File: config.mk
export PLATFORM = sky130hd
export DESIGN_NAME = rx_frame_assembler
export DESIGN_NICKNAME = d
export VERILOG_FILES = /design/src/rtl/uart_frame_pkg.sv /design/src/rtl/byte_gap_timer.sv /design/src/rtl/rx_frame_assembler.sv
export SDC_FILE = /design/constraint.sdc
export NUM_CORES = 1
export LEC_CHECK = 0
export CAP_MARGIN = 20
export CELL_PAD_IN_SITES_DETAIL_PLACEMENT = 0
export CELL_PAD_IN_SITES_GLOBAL_PLACEMENT = 1
export CORE_MARGIN = 5
export CORE_UTILIZATION = 26
export CTS_BUF_LIST = sky130_fd_sc_hd__clkbuf_4
export DETAILED_ROUTE_END_ITERATION = 7
export PLACE_DENSITY_LB_ADDON = 0.1
export SLEW_MARGIN = 20
export SYNTH_ARGS = -nofsm -noshare
export SYNTH_HDL_FRONTEND = slang
export SYNTH_SLANG_ARGS = --single-unit
File: constraint.sdc
create_clock -name clock -period 3.1 [get_ports clock]
set_input_delay 0.62 -clock clock [delete_from_list [all_inputs] [get_ports clock]]
set_output_delay 0.62 -clock clock [all_outputs]
set_load 0.005 [all_outputs]
File: src/rtl/uart_frame_pkg.sv
// Shared frame constants and assembler FSM states, also used by the arbiter.
// Latency/backpressure: n/a (package only).
package uart_frame_pkg;
  localparam int FRAME_W = 16;
  localparam int BYTE_W  = 8;
  localparam logic [BYTE_W-1:0] CHECK_KEY = 8'h37;

  typedef enum logic {
    IDLE        = 1'b0,
    WAIT_SECOND = 1'b1
  } frame_state_t;

  // High byte of a frame is the low byte XORed with the key.
  function automatic logic frame_check(input logic [FRAME_W-1:0] f);
    return (f[BYTE_W-1:0] ^ CHECK_KEY) == f[FRAME_W-1:BYTE_W];
  endfunction
endpackage

File: src/rtl/byte_gap_timer.sv
// Inter-byte gap counter; expired is combinational once GAP_CLKS-1 clocks have run.
// Holds at the limit and never backpressures.
module byte_gap_timer #(
  parameter int GAP_CLKS = 1740
) (
  input  logic clock,
  input  logic reset,
  input  logic clear,
  input  logic run,
  output logic expired
);
  localparam int CNT_W = $clog2(GAP_CLKS + 1);
  localparam logic [CNT_W-1:0] LAST = CNT_W'(GAP_CLKS - 1);

  logic [CNT_W-1:0] count;

  always_ff @(posedge clock) begin
    if (reset || clear) begin
      count <= '0;
    end else if (run && (count != LAST)) begin
      count <= count + 1'b1;
    end
  end

  assign expired = run && (count == LAST);
endmodule

File: src/rtl/rx_frame_assembler.sv
// Pairs UART bytes into 16-bit frames and queues them; valid 1 clock after the second byte,
// frames pushed into a full queue are dropped. RX_FRAME_CHECKSUM_EN adds a per-entry o_frame_ok.
module rx_frame_assembler
  import uart_frame_pkg::*;
#(
  parameter int GAP_CLKS   = 1740,
  parameter int FIFO_DEPTH = 2
) (
  input  logic               clock,
  input  logic               reset,
  input  logic               i_rx_dv,
  input  logic [BYTE_W-1:0]  i_rx_byte,
  input  logic               i_flush,
  output logic               o_frame_valid,
  output logic [FRAME_W-1:0] o_frame,
  input  logic               i_frame_ready,
`ifdef RX_FRAME_CHECKSUM_EN
  output logic               o_frame_ok,
`endif
  output logic               o_timeout,
  output logic               o_overflow,
  output logic [7:0]         o_drop_count
);
  localparam int PTR_W = $clog2(FIFO_DEPTH);
  localparam int CNT_W = PTR_W + 1;

  frame_state_t       state;
  logic [BYTE_W-1:0]  first_byte;
  logic [FRAME_W-1:0] mem [FIFO_DEPTH];
  logic [PTR_W-1:0]   wr_ptr, rd_ptr;
  logic [CNT_W-1:0]   count;
  logic               expired;

  wire full        = (count == CNT_W'(FIFO_DEPTH));
  wire pop         = o_frame_valid && i_frame_ready;
  wire push_req    = (state == WAIT_SECOND) && i_rx_dv;
  wire push        = push_req && (!full || pop);
  wire overflow_ev = push_req && full && !pop;
  wire timeout_ev  = (state == WAIT_SECOND) && !i_rx_dv && expired;
  wire [FRAME_W-1:0] new_frame = {first_byte, i_rx_byte};

  byte_gap_timer #(.GAP_CLKS(GAP_CLKS)) u_gap (
    .clock   (clock),
    .reset   (reset),
    .clear   ((state == IDLE) || i_flush),
    .run     ((state == WAIT_SECOND) && !i_rx_dv),
    .expired (expired)
  );

  assign o_frame_valid = (count != '0);
  assign o_frame       = o_frame_valid ? mem[rd_ptr] : '0;

  always_ff @(posedge clock) begin
    if (reset) begin
      state        <= IDLE;
      first_byte   <= '0;
      wr_ptr       <= '0;
      rd_ptr       <= '0;
      count        <= '0;
      o_timeout    <= 1'b0;
      o_overflow   <= 1'b0;
      o_drop_count <= '0;
    end else begin
      o_timeout  <= 1'b0;
      o_overflow <= 1'b0;
      // Flush wins over everything, including a byte arriving this cycle.
      if (i_flush) begin
        state  <= IDLE;
        wr_ptr <= '0;
        rd_ptr <= '0;
        count  <= '0;
      end else begin
        case (state)
          IDLE: begin
            if (i_rx_dv) begin
              first_byte <= i_rx_byte;
              state      <= WAIT_SECOND;
            end
          end
          WAIT_SECOND: begin
            if (i_rx_dv) begin
              state <= IDLE;
            end else if (expired) begin
              state     <= IDLE;
              o_timeout <= 1'b1;
            end
          end
          default: state <= IDLE;
        endcase

        if (push) wr_ptr <= wr_ptr + 1'b1;
        if (pop)  rd_ptr <= rd_ptr + 1'b1;
        if (push && !pop)      count <= count + 1'b1;
        else if (!push && pop) count <= count - 1'b1;

        if (overflow_ev) o_overflow <= 1'b1;
        if ((overflow_ev || timeout_ev) && (o_drop_count != 8'hFF))
          o_drop_count <= o_drop_count + 1'b1;
      end
    end
  end

  always_ff @(posedge clock) begin
    if (!reset && !i_flush && push) mem[wr_ptr] <= new_frame;
  end

`ifdef RX_FRAME_CHECKSUM_EN
  logic ok_mem [FIFO_DEPTH];

  always_ff @(posedge clock) begin
    if (!reset && !i_flush && push) ok_mem[wr_ptr] <= frame_check(new_frame);
  end

  assign o_frame_ok = o_frame_valid && ok_mem[rd_ptr];
`endif
endmodule

==> flow_summary_export.csv, run 1 <==
group,metric,value,unit
outcome,status,"complete, no violations",
worst_setup_path,arrival,1.82,ns
clock_network,cts_resized,0,
pwr,ir_drop,0.2138,mV
synthesis,yosysWarnings,0,
worst_setup_path,rr_endpoint,"o_drop_count[4]",
clock_network,clk_root_buffer_cell,"clkbuf_4",
final_layout,drive_gt1_frac,0.1024,
global_route,grt_pass1_wl,9.563,mm
global_route,grt_max_degree,19,
place,port_buffers,39,
place,dp_cells,413,
timing,period_share,0.7868,
synthesis,syn_nets,255,
route,routed_wl,5.806,mm
timing,hold_viol_final,0,
global_route,grt_usage,0.09653,
route,first_pass_iters,4,
final_layout,areaGrowthSynthToFinish,25.78,%
timing,worstMarginPinSlew,0.6883,ns
floorplan,die-width,112.6,µm
route,via_per_inst,4.443,
clock_network,cts_buffers,9,
pwr,powerDensity,456.3,mW/mm²
pwr,p_leak,1.122,nW
hold_path,hp-class,"flop to flop",
worst_setup_path,cp_max_fo,16,
final_layout,diodes,0,
pwr,p_int,1.221,mW
clock_network,clockBufferDepth,2,
timing,setup_ws,0.6611,ns
route,avgRoutedWirePerCell,13.53,µm
pwr,clkPwrFrac,0.354,
clock_network,path_clk_slew,0.11,ns
final_layout,final_cell_count_no_fill,429,
hold_path,holdPathStages,0,
hold_path,min_from,"first_byte[2]",
worst_setup_path,crit_required,2.48,ns
synthesis,yosysTopAreaCellShare,0.3510,
final_layout,fin_util,0.3350,
synthesis,synth_cells,239,
place,place_ws,0.4221,ns
synthesis,yosys.area.top_type,"edfxtp_1",
clock_network,clock-sinks,67,
pwr,combinationalPowerShare,0.049,
timing,skew,0.01427,ns
clock_network,insertion_delay,0.39,ns
synthesis,syn_area,0.002738,mm²
synthesis,syn_area_per_cell,11.45,µm²
synthesis,synthDistinctLibCells,40,
synthesis,synth_seq_cells,67,
place,place.detailed.hpwl,3.924,mm
clock_network,cts_max_level,3,
synthesis,synth_common_cells,"49 x nor2_1, 35 x dfxtp_1, 32 x edfxtp_1",
global_route,antenna_found_initial,0,
worst_setup_path,critPathLaunchType,"flop",
synthesis,synth_ff_type,"dfxtp_1",
synthesis,yosysMostFrequentCell,"nor2_1",
pwr,p_total,1.571,mW
final_layout,fin_area,0.003443,mm²
route,drt_iter0_drc,55,
floorplan,die_h,112.6,µm
timing,fin_tns_setup,0,ns
final_layout,fillers,1092,
clock_network,hold_buffers,0,
worst_setup_path,crit_type,"flop to output port",
pwr,p_switching,0.3505,mW
worst_setup_path,r2r_slack,0.66,ns
floorplan,ios,40,
route,drtAntennaViolNets,0,
clock_network,cts_tree,"done",
pwr,switching_share,0.2231,
global_route,overflow,0,
floorplan,row_count,37,
route,drcViolationCount,0,
clock_network,post_cts_buffers,0,
global_route,grt_pass1_vias,1861,
worst_setup_path,end_kind,"output port",
flow_run,drv_cap,0,
place,gp_congestion,0.7415,
synthesis,seq_area_frac_synth,0.6069,
synthesis,synth_enable_flop_cells,32,
timing,fmax,410.0,MHz
timing,slew_headroom,0.5353,
timing,rsz0062_at_grt,"no",
floorplan,die_area,0.01268,mm²
timing,finalSetupViolCount,0,
pwr,pwr-share-seq,0.597,
hold_path,min_to,"mem[0][10]",
route,route.vias.total,1906,
timing,whs,0.4633,ns
place,dpl_cell_area,0.003312,mm²
synthesis,ys_async_sr_fraction,0,
timing,fin_crit,2.439,ns
final_layout,fin_nets,304,
worst_setup_path,r2r-start,"u_gap.count[0]",
floorplan,core-area,0.01028,mm²
timing,slew_viol_final,0,
worst_setup_path,r2r_cells,6,
synthesis,ys_top_cells_by_area,"edfxtp_1 35%, dfxtp_1 26%, mux2i_1 9.1%",
floorplan,start_util,0.2664,
==> registers in the layout, summed over array words and instances, names as in the netlist, named ones only <==
register and flops:
mem 32, u_gap.count 11, first_byte 8, o_drop_count 8
count 2, o_overflow 1, o_timeout 1, rd_ptr 1
state 1, wr_ptr 1
==> cells in the final DEF (no fill, tap or decap), types with 3 or more instances in the layout <==
cell type        Yosys  routed
edfxtp_1            32      32
xnor2_1              6       6
a21oi_1             12      12
clkdlybuf4s50_1      0      39
nand4_1              4       4
nand2b_1             3       3
clkbuf_4             0      10
mux2i_1             25      25
o31ai_1              3       3
o21ai_0              3       3
or4_1                3       3
nand2_1             13      13
nand3_1              5       5
ha_1                 3       3
or3_1                3       3
nor2_1              49      49
xor2_1               7       7
clkinv_2             0       3
inv_1                3       3
buf_4                0       7
dfxtp_1             35      35
and3_1               3       3
==> power by group through the flow <==
stage | Sequential [mW] | Clock, mW | Combinational (mW)
floorplan | 0.957 | 0 | 0.0367
global placement | 0.958 | 0 | 0.0789
detailed placement | 0.958 | 0 | 0.0794
CTS | 0.938 | 0.582 | 0.0798
global route | 0.940 | 0.613 | 0.0865
finish | 0.938 | 0.556 | 0.0772
==> critical path, cell delays in order, from the launching register on <==
cell             delay, ns
dfxtp_1               0.32
buf_4                 0.28
mux2i_1               0.14
nor2_1                0.15
clkdlybuf4s50_1       0.52
==> cells by family (layout without fill, tap and decap cells) <==
family          after synthesis  after routing  synth area share
flops                        67             67            0.6069
mux                          25             25           0.09141
xor+xnor                     13             13           0.04159
buf+inv                      11             65           0.01828
compound gates               26             26           0.06125
simple gates                 94             94            0.1668
fa+ha+maj                     3              3           0.01371
==> per-layer routing <==
metal  up-vias  share of wire  global-route usage
li1        955              -                   -
met1       907           0.47              0.1167
met2        39           0.46              0.1552
met3         5          0.057             0.03127
met4         0          0.012             0.04567
met5         -              0                   0
==> worst max path at each step <==
stage	cells past startpoint	slack, ns	endpoint	start
3_3_place_gp	5	0.46	o_drop_count[3]	i_rx_dv
4_1_cts	4	0.61	o_frame[3]	flop
2_1_floorplan	6	0.84	o_drop_count[4]	u_gap.count[4]
6_report	4	0.66	o_frame[3]	flop
3_5_place_dp	5	0.42	o_drop_count[4]	i_rx_dv
5_1_grt	6	0.50	o_drop_count[4]	u_gap.count[0]
==> area by class of cell <==
cell class | instances | area, µm² | share of cell area
Tap cell | 136 | 170.2 | 0.04942
Clock buffer | 10 | 75.07 | 0.02180
Clock inverter | 6 | 56.30 | 0.01635
Sequential cell | 67 | 1662 | 0.4826
Timing Repair Buffer | 46 | 442.9 | 0.1286
Multi-Input combinational cell | 161 | 1026 | 0.2980
Inverter | 3 | 11.26 | 0.003270
Power figures use the tool's default switching activity.
==> run 2: changes to the inputs <==
- clock period: 3.1 -> 2.1 ns (I/O delays scaled with it)
==> flow_summary_export.csv, run 2 (synthesis gave the netlist of run 1 again) <==
group,metric,value,unit
floorplan,core-area,0.01028,mm²
clock_network,clockBufferDepth,2,
place,port_buffers,39,
final_layout,fin_nets,331,
clock_network,clk_root_buffer_cell,"clkbuf_4",
worst_setup_path,max_stage_delay,0.53,ns
route,first_pass_iters,4,
timing,setup_ws,-0.1162,ns
timing,finalSetupViolCount,6,
timing,skew,0.01265,ns
worst_setup_path,end_kind,"flop",
floorplan,die_area,0.01268,mm²
clock_network,cts_buffers,9,
route,drtAntennaViolNets,0,
global_route,grt_max_degree,19,
timing,fin_crit,2.216,ns
pwr,ir_drop,0.2550,mV
pwr,p_total,2.344,mW
route,drt_iter0_drc,78,
final_layout,layout_common_cells,"47 x nor2_1, 32 x edfxtp_1, 30 x dfxtp_1, 27 x buf_4, 24 x mux2i_1",
route,route.vias.total,2001,
global_route,grt_pass1_wl,10.29,mm
worst_setup_path,critPathSlowestCell,"or4b_4",
pwr,p_leak,1.397,nW
route,drcViolationCount,0,
timing,worstMarginPinSlew,0.5074,ns
final_layout,final_common_cell,"nor2_1",
place,gp_congestion,0.7060,
timing,slew_viol_final,0,
clock_network,path_clk_slew,0.12,ns
flow_run,drv_cap,0,
worst_setup_path,crit_chain,"or4b_4, or4_4, and2_4, or4_1, a21oi_2",
timing,hold_viol_final,0,
pwr,powerDensity,620.8,mW/mm²
clock_network,hold_buffers,0,
worst_setup_path,critPathLaunchType,"flop",
worst_setup_path,arrival,2.55,ns
global_route,grt_usage,0.1035,
final_layout,diodes,0,
timing,slew_headroom,0.6609,
global_route,overflow,0,
place,place.detailed.hpwl,4.310,mm
global_route,grt_pass1_vias,1952,
global_route,antenna_found_initial,0,
final_layout,largest_register_ffs,32,
outcome,violations,"setup timing",
outcome,status,"finished, violations left",
hold_path,hp-class,"flop to flop",
clock_network,cts_max_level,3,
worst_setup_path,r2r_slack,-0.12,ns
timing,rsz0062_at_grt,"yes",
timing,whs,0.4527,ns
route,routed_wl,6.431,mm
floorplan,row_count,37,
final_layout,areaGrowthSynthToFinish,37.93,%
worst_setup_path,crit_required,2.44,ns
final_layout,top_regs,"mem: 32 flops, u_gap.count: 11 flops",
place,place_ws,-0.3126,ns
timing,period_share,1.055,
clock_network,insertion_delay,0.40,ns
floorplan,die_h,112.6,µm
timing,fmax,451.2,MHz
worst_setup_path,cp_max_fo,7,
worst_setup_path,crit_type,"flop to flop",
floorplan,start_util,0.2664,
clock_network,clock-sinks,67,
clock_network,cts_tree,"done",
route,via_per_inst,4.388,
final_layout,fillers,1090,
route,avgRoutedWirePerCell,14.10,µm
final_layout,largest_register,"mem",
final_layout,drive_gt1_frac,0.2375,
floorplan,ios,40,
floorplan,die-width,112.6,µm
## run 2: critical path, delay by kind of cell, from the launching register on
family,cells,cell delay [ns]
compound gates,1,0.13
flops,1,0.34
simple gates,4,1.70
## run 2: worst paths after layout
path | depth (start not counted) | start | end
setup / recovery | 5 | u_gap.count[4] | o_drop_count[4]
hold / removal | 0 | first_byte[7] | mem[1][15]
setup reg to reg | 5 | u_gap.count[4] | o_drop_count[4]
hold reg to reg | 0 | first_byte[7] | mem[1][15]
## run 2: per-stage QoR
stage | cells | area [µm²] | utilization | TNS [ns]
after global placement | 432 | 3481 | 0.3387 | -3.851
after CTS | 451 | 3686 | 0.3587 | -0.7098
after floorplan | 239 | 2739 | - | -0.6358
after global routing | 456 | 3776 | 0.3674 | -1.057
final | 456 | 3776 | 0.3674 | -0.5142
after detailed placement | 432 | 3481 | 0.3387 | -4.062
## run 2: final cells by class
type	instances	area, µm²	area share
flip-flops and latches	67	1673	0.4430
multi-input cells	161	1091	0.2889
repair buffers	73	695.7	0.1842
well taps	136	170.2	0.04506
clock buffers	9	67.56	0.01789
clock inverters	7	67.56	0.01789
inverters	3	11.26	0.002982
## run 2: power by group
| group | switching (mW) | total, mW | internal (mW) | leakage, nW |
|---|---|---|---|---|
| clock | 0.474 | 0.833 | 0.359 | 0.0714 |
| sequential | 0.00867 | 1.38 | 1.37 | 0.593 |
| combinational | 0.0601 | 0.127 | 0.0672 | 0.733 |
| total | 0.543 | 2.34 | 1.80 | 1.40 |
## run 2: routing by layer
metal	vias up	global-route usage	wire, µm
met2	40	0.1576	2966
met1	933	0.1347	3025
met5	-	0	0
met4	0	0.04327	124
met3	11	0.03396	315
li1	1017	-	-
## run 2: what timing repair did
item,4_1_cts,5_1_grt
resized for setup,28,16
gates cloned,1,1
setup endpoints to repair,24,13
pin swaps,3,3
buffers inserted,2,5
==> run 3: changes to the inputs <==
- CORE_MARGIN: 5 -> 1.5
==> flow_summary_export.csv, run 3 (synthesis gave the netlist of run 1 again) <==
group,metric,value,unit
outcome,status,"finished, violations left",
outcome,violations,"setup timing",
route,avgRoutedWirePerCell,13.16,µm
place,gp_congestion,0.7111,
worst_setup_path,r2r_cells,5,
timing,slew_viol_final,0,
floorplan,die_area,0.01115,mm²
route,route.vias.total,1971,
floorplan,die_h,105.6,µm
route,via_per_inst,4.285,
worst_setup_path,crit_type,"flop to flop",
route,drtAntennaViolNets,0,
global_route,grt_pass1_vias,1906,
global_route,gr-usage-met3,0.02226,
floorplan,row_count,37,
final_layout,seqCellArea,0.001670,mm²
clock_network,cts_buffers,9,
timing,period_share,1.043,
final_layout,fin_nets,335,
place,dp_cells,435,
timing,whs,0.4647,ns
final_layout,fin_area,0.003836,mm²
global_route,antenna_found_initial,0,
clock_network,cts_max_level,3,
clock_network,clk_root_buffer_cell,"clkbuf_4",
final_layout,top_regs,"mem: 32 flops, u_gap.count: 11 flops",
place,dpl_cell_area,0.003503,mm²
final_layout,layout_common_cells,"48 x nor2_1, 33 x buf_4, 32 x edfxtp_1, 30 x dfxtp_1, 24 x mux2i_1",
timing,finalSetupViolCount,7,
final_layout,drive_gt1_frac,0.2346,
clock_network,cts_tree,"done",
place,place.detailed.hpwl,3.952,mm
final_layout,largest_register,"mem",
hold_path,hp-class,"flop to flop",
route,first_pass_iters,4,
route,drcViolationCount,0,
timing,slew_headroom,0.6366,
floorplan,die-width,105.6,µm
global_route,overflow,0,
pwr,p_leak,1.559,nW
timing,rsz0062_at_grt,"yes",
hold_path,holdPathStages,0,
global_route,use_met2,0.1718,
timing,fin_tns_setup,-0.4022,ns
timing,fmax,456.5,MHz
route,routed_wl,6.052,mm
timing,skew,0.02152,ns
timing,worstMarginPinSlew,0.5383,ns
global_route,grt_max_degree,19,
final_layout,final_cell_count_no_fill,460,
worst_setup_path,crit_chain,"or4b_4, or4_4, and2_4, or4_4, a21oi_2",
final_layout,final_common_cell,"nor2_1",
pwr,powerDensity,644.1,mW/mm²
final_layout,multiInputGateArea,0.001075,mm²
final_layout,largest_register_ffs,32,
clock_network,clock-sinks,67,
pwr,p_total,2.471,mW
worst_setup_path,critPathLaunchType,"flop",
timing,setup_ws,-0.09076,ns
route,drt_iter0_drc,37,
timing,fin_crit,2.191,ns
pwr,ir_drop,0.3517,mV
clock_network,path_clk_slew,0.13,ns
clock_network,insertion_delay,0.40,ns
final_layout,fillers,1049,
global_route,busiest_layer,"met2",
global_route,grt.met1_usage,0.1438,
clock_network,clockBufferDepth,2,
worst_setup_path,end_kind,"flop",
worst_setup_path,max_stage_delay,0.53,ns
floorplan,core-area,0.01028,mm²
worst_setup_path,crit_required,2.43,ns
place,port_buffers,39,
floorplan,ios,40,
worst_setup_path,cp_max_fo,8,
flow_run,drv_cap,0,
global_route,grt_pass1_wl,9.515,mm
worst_setup_path,cp_common_cell,"or4_4",
worst_setup_path,critPathSlowestCell,"or4b_4",
worst_setup_path,arrival,2.52,ns
floorplan,start_util,0.2664,
timing,hold_viol_final,0,
global_route,grt_usage,0.1089,
final_layout,areaGrowthSynthToFinish,40.13,%
final_layout,diodes,0,
==> run 3: cell types whose count changed in the layout (fill, tap and decap cells not counted), sizes merged <==
cell | previous run | this run
buf | 33 | 37
bufbuf | 1 | 0
bufinv | 1 | 2
clkbuf | 9 | 10
clkinvlp | 1 | 0
dlygate4sd2 | 13 | 4
dlymetal6s2s | 3 | 12
==> run 3: stage by stage <==
step,utilization,worst slack (ns)
after global routing,0.3733,-0.1438
after global placement,0.3409,-0.2989
after floorplan,-,-0.1591
after detailed placement,0.3409,-0.3100
after CTS,0.3584,-0.09839
final,0.3733,-0.09076
==> run 3: path summary, 6_finish.rpt <==
path	slack, ns	start	to
setup reg to reg	-0.09	u_gap.count[4]	o_drop_count[7]
hold / removal	0.46	first_byte[4]	mem[0][12]
hold reg to reg	0.46	first_byte[4]	mem[0][12]
setup / recovery	-0.09	u_gap.count[4]	o_drop_count[7]
==> run 3: routing by layer <==
metal | share of wire | vias up
met4 | 0.018 | 0
li1 | - | 1017
met5 | 0 | -
met3 | 0.034 | 10
met2 | 0.45 | 36
met1 | 0.50 | 908
==> run 3: worst max-delay path: cells and delay by family, from the launching register on <==
kind            cells  cell delay (ns)
simple gates        4             1.65
flops               1             0.34
compound gates      1             0.12
==> run 3: final cells by class <==
type / count / area share
inverters: 3 / 0.002935
clock buffers: 9 / 0.01761
clock inverters: 7 / 0.02381
flip-flops and latches: 67 / 0.4354
multi-input cells: 161 / 0.2802
well taps: 136 / 0.04436
repair buffers: 77 / 0.1957
==> run 3: timing repair <==
item	CTS	global route
setup endpoints to repair	23	19
setup buffers	1	7
hold buffers	0	0
gates resized for setup	12	24
pin swaps	5	6
cloned	0	1
==> run 3: power breakdown <==
part           internal, mW  switching (mW)  leakage, nW
sequential             1.38         0.00832        0.593
combinational        0.0659          0.0595        0.878
clock                 0.482           0.480       0.0877
total                  1.92           0.548         1.56
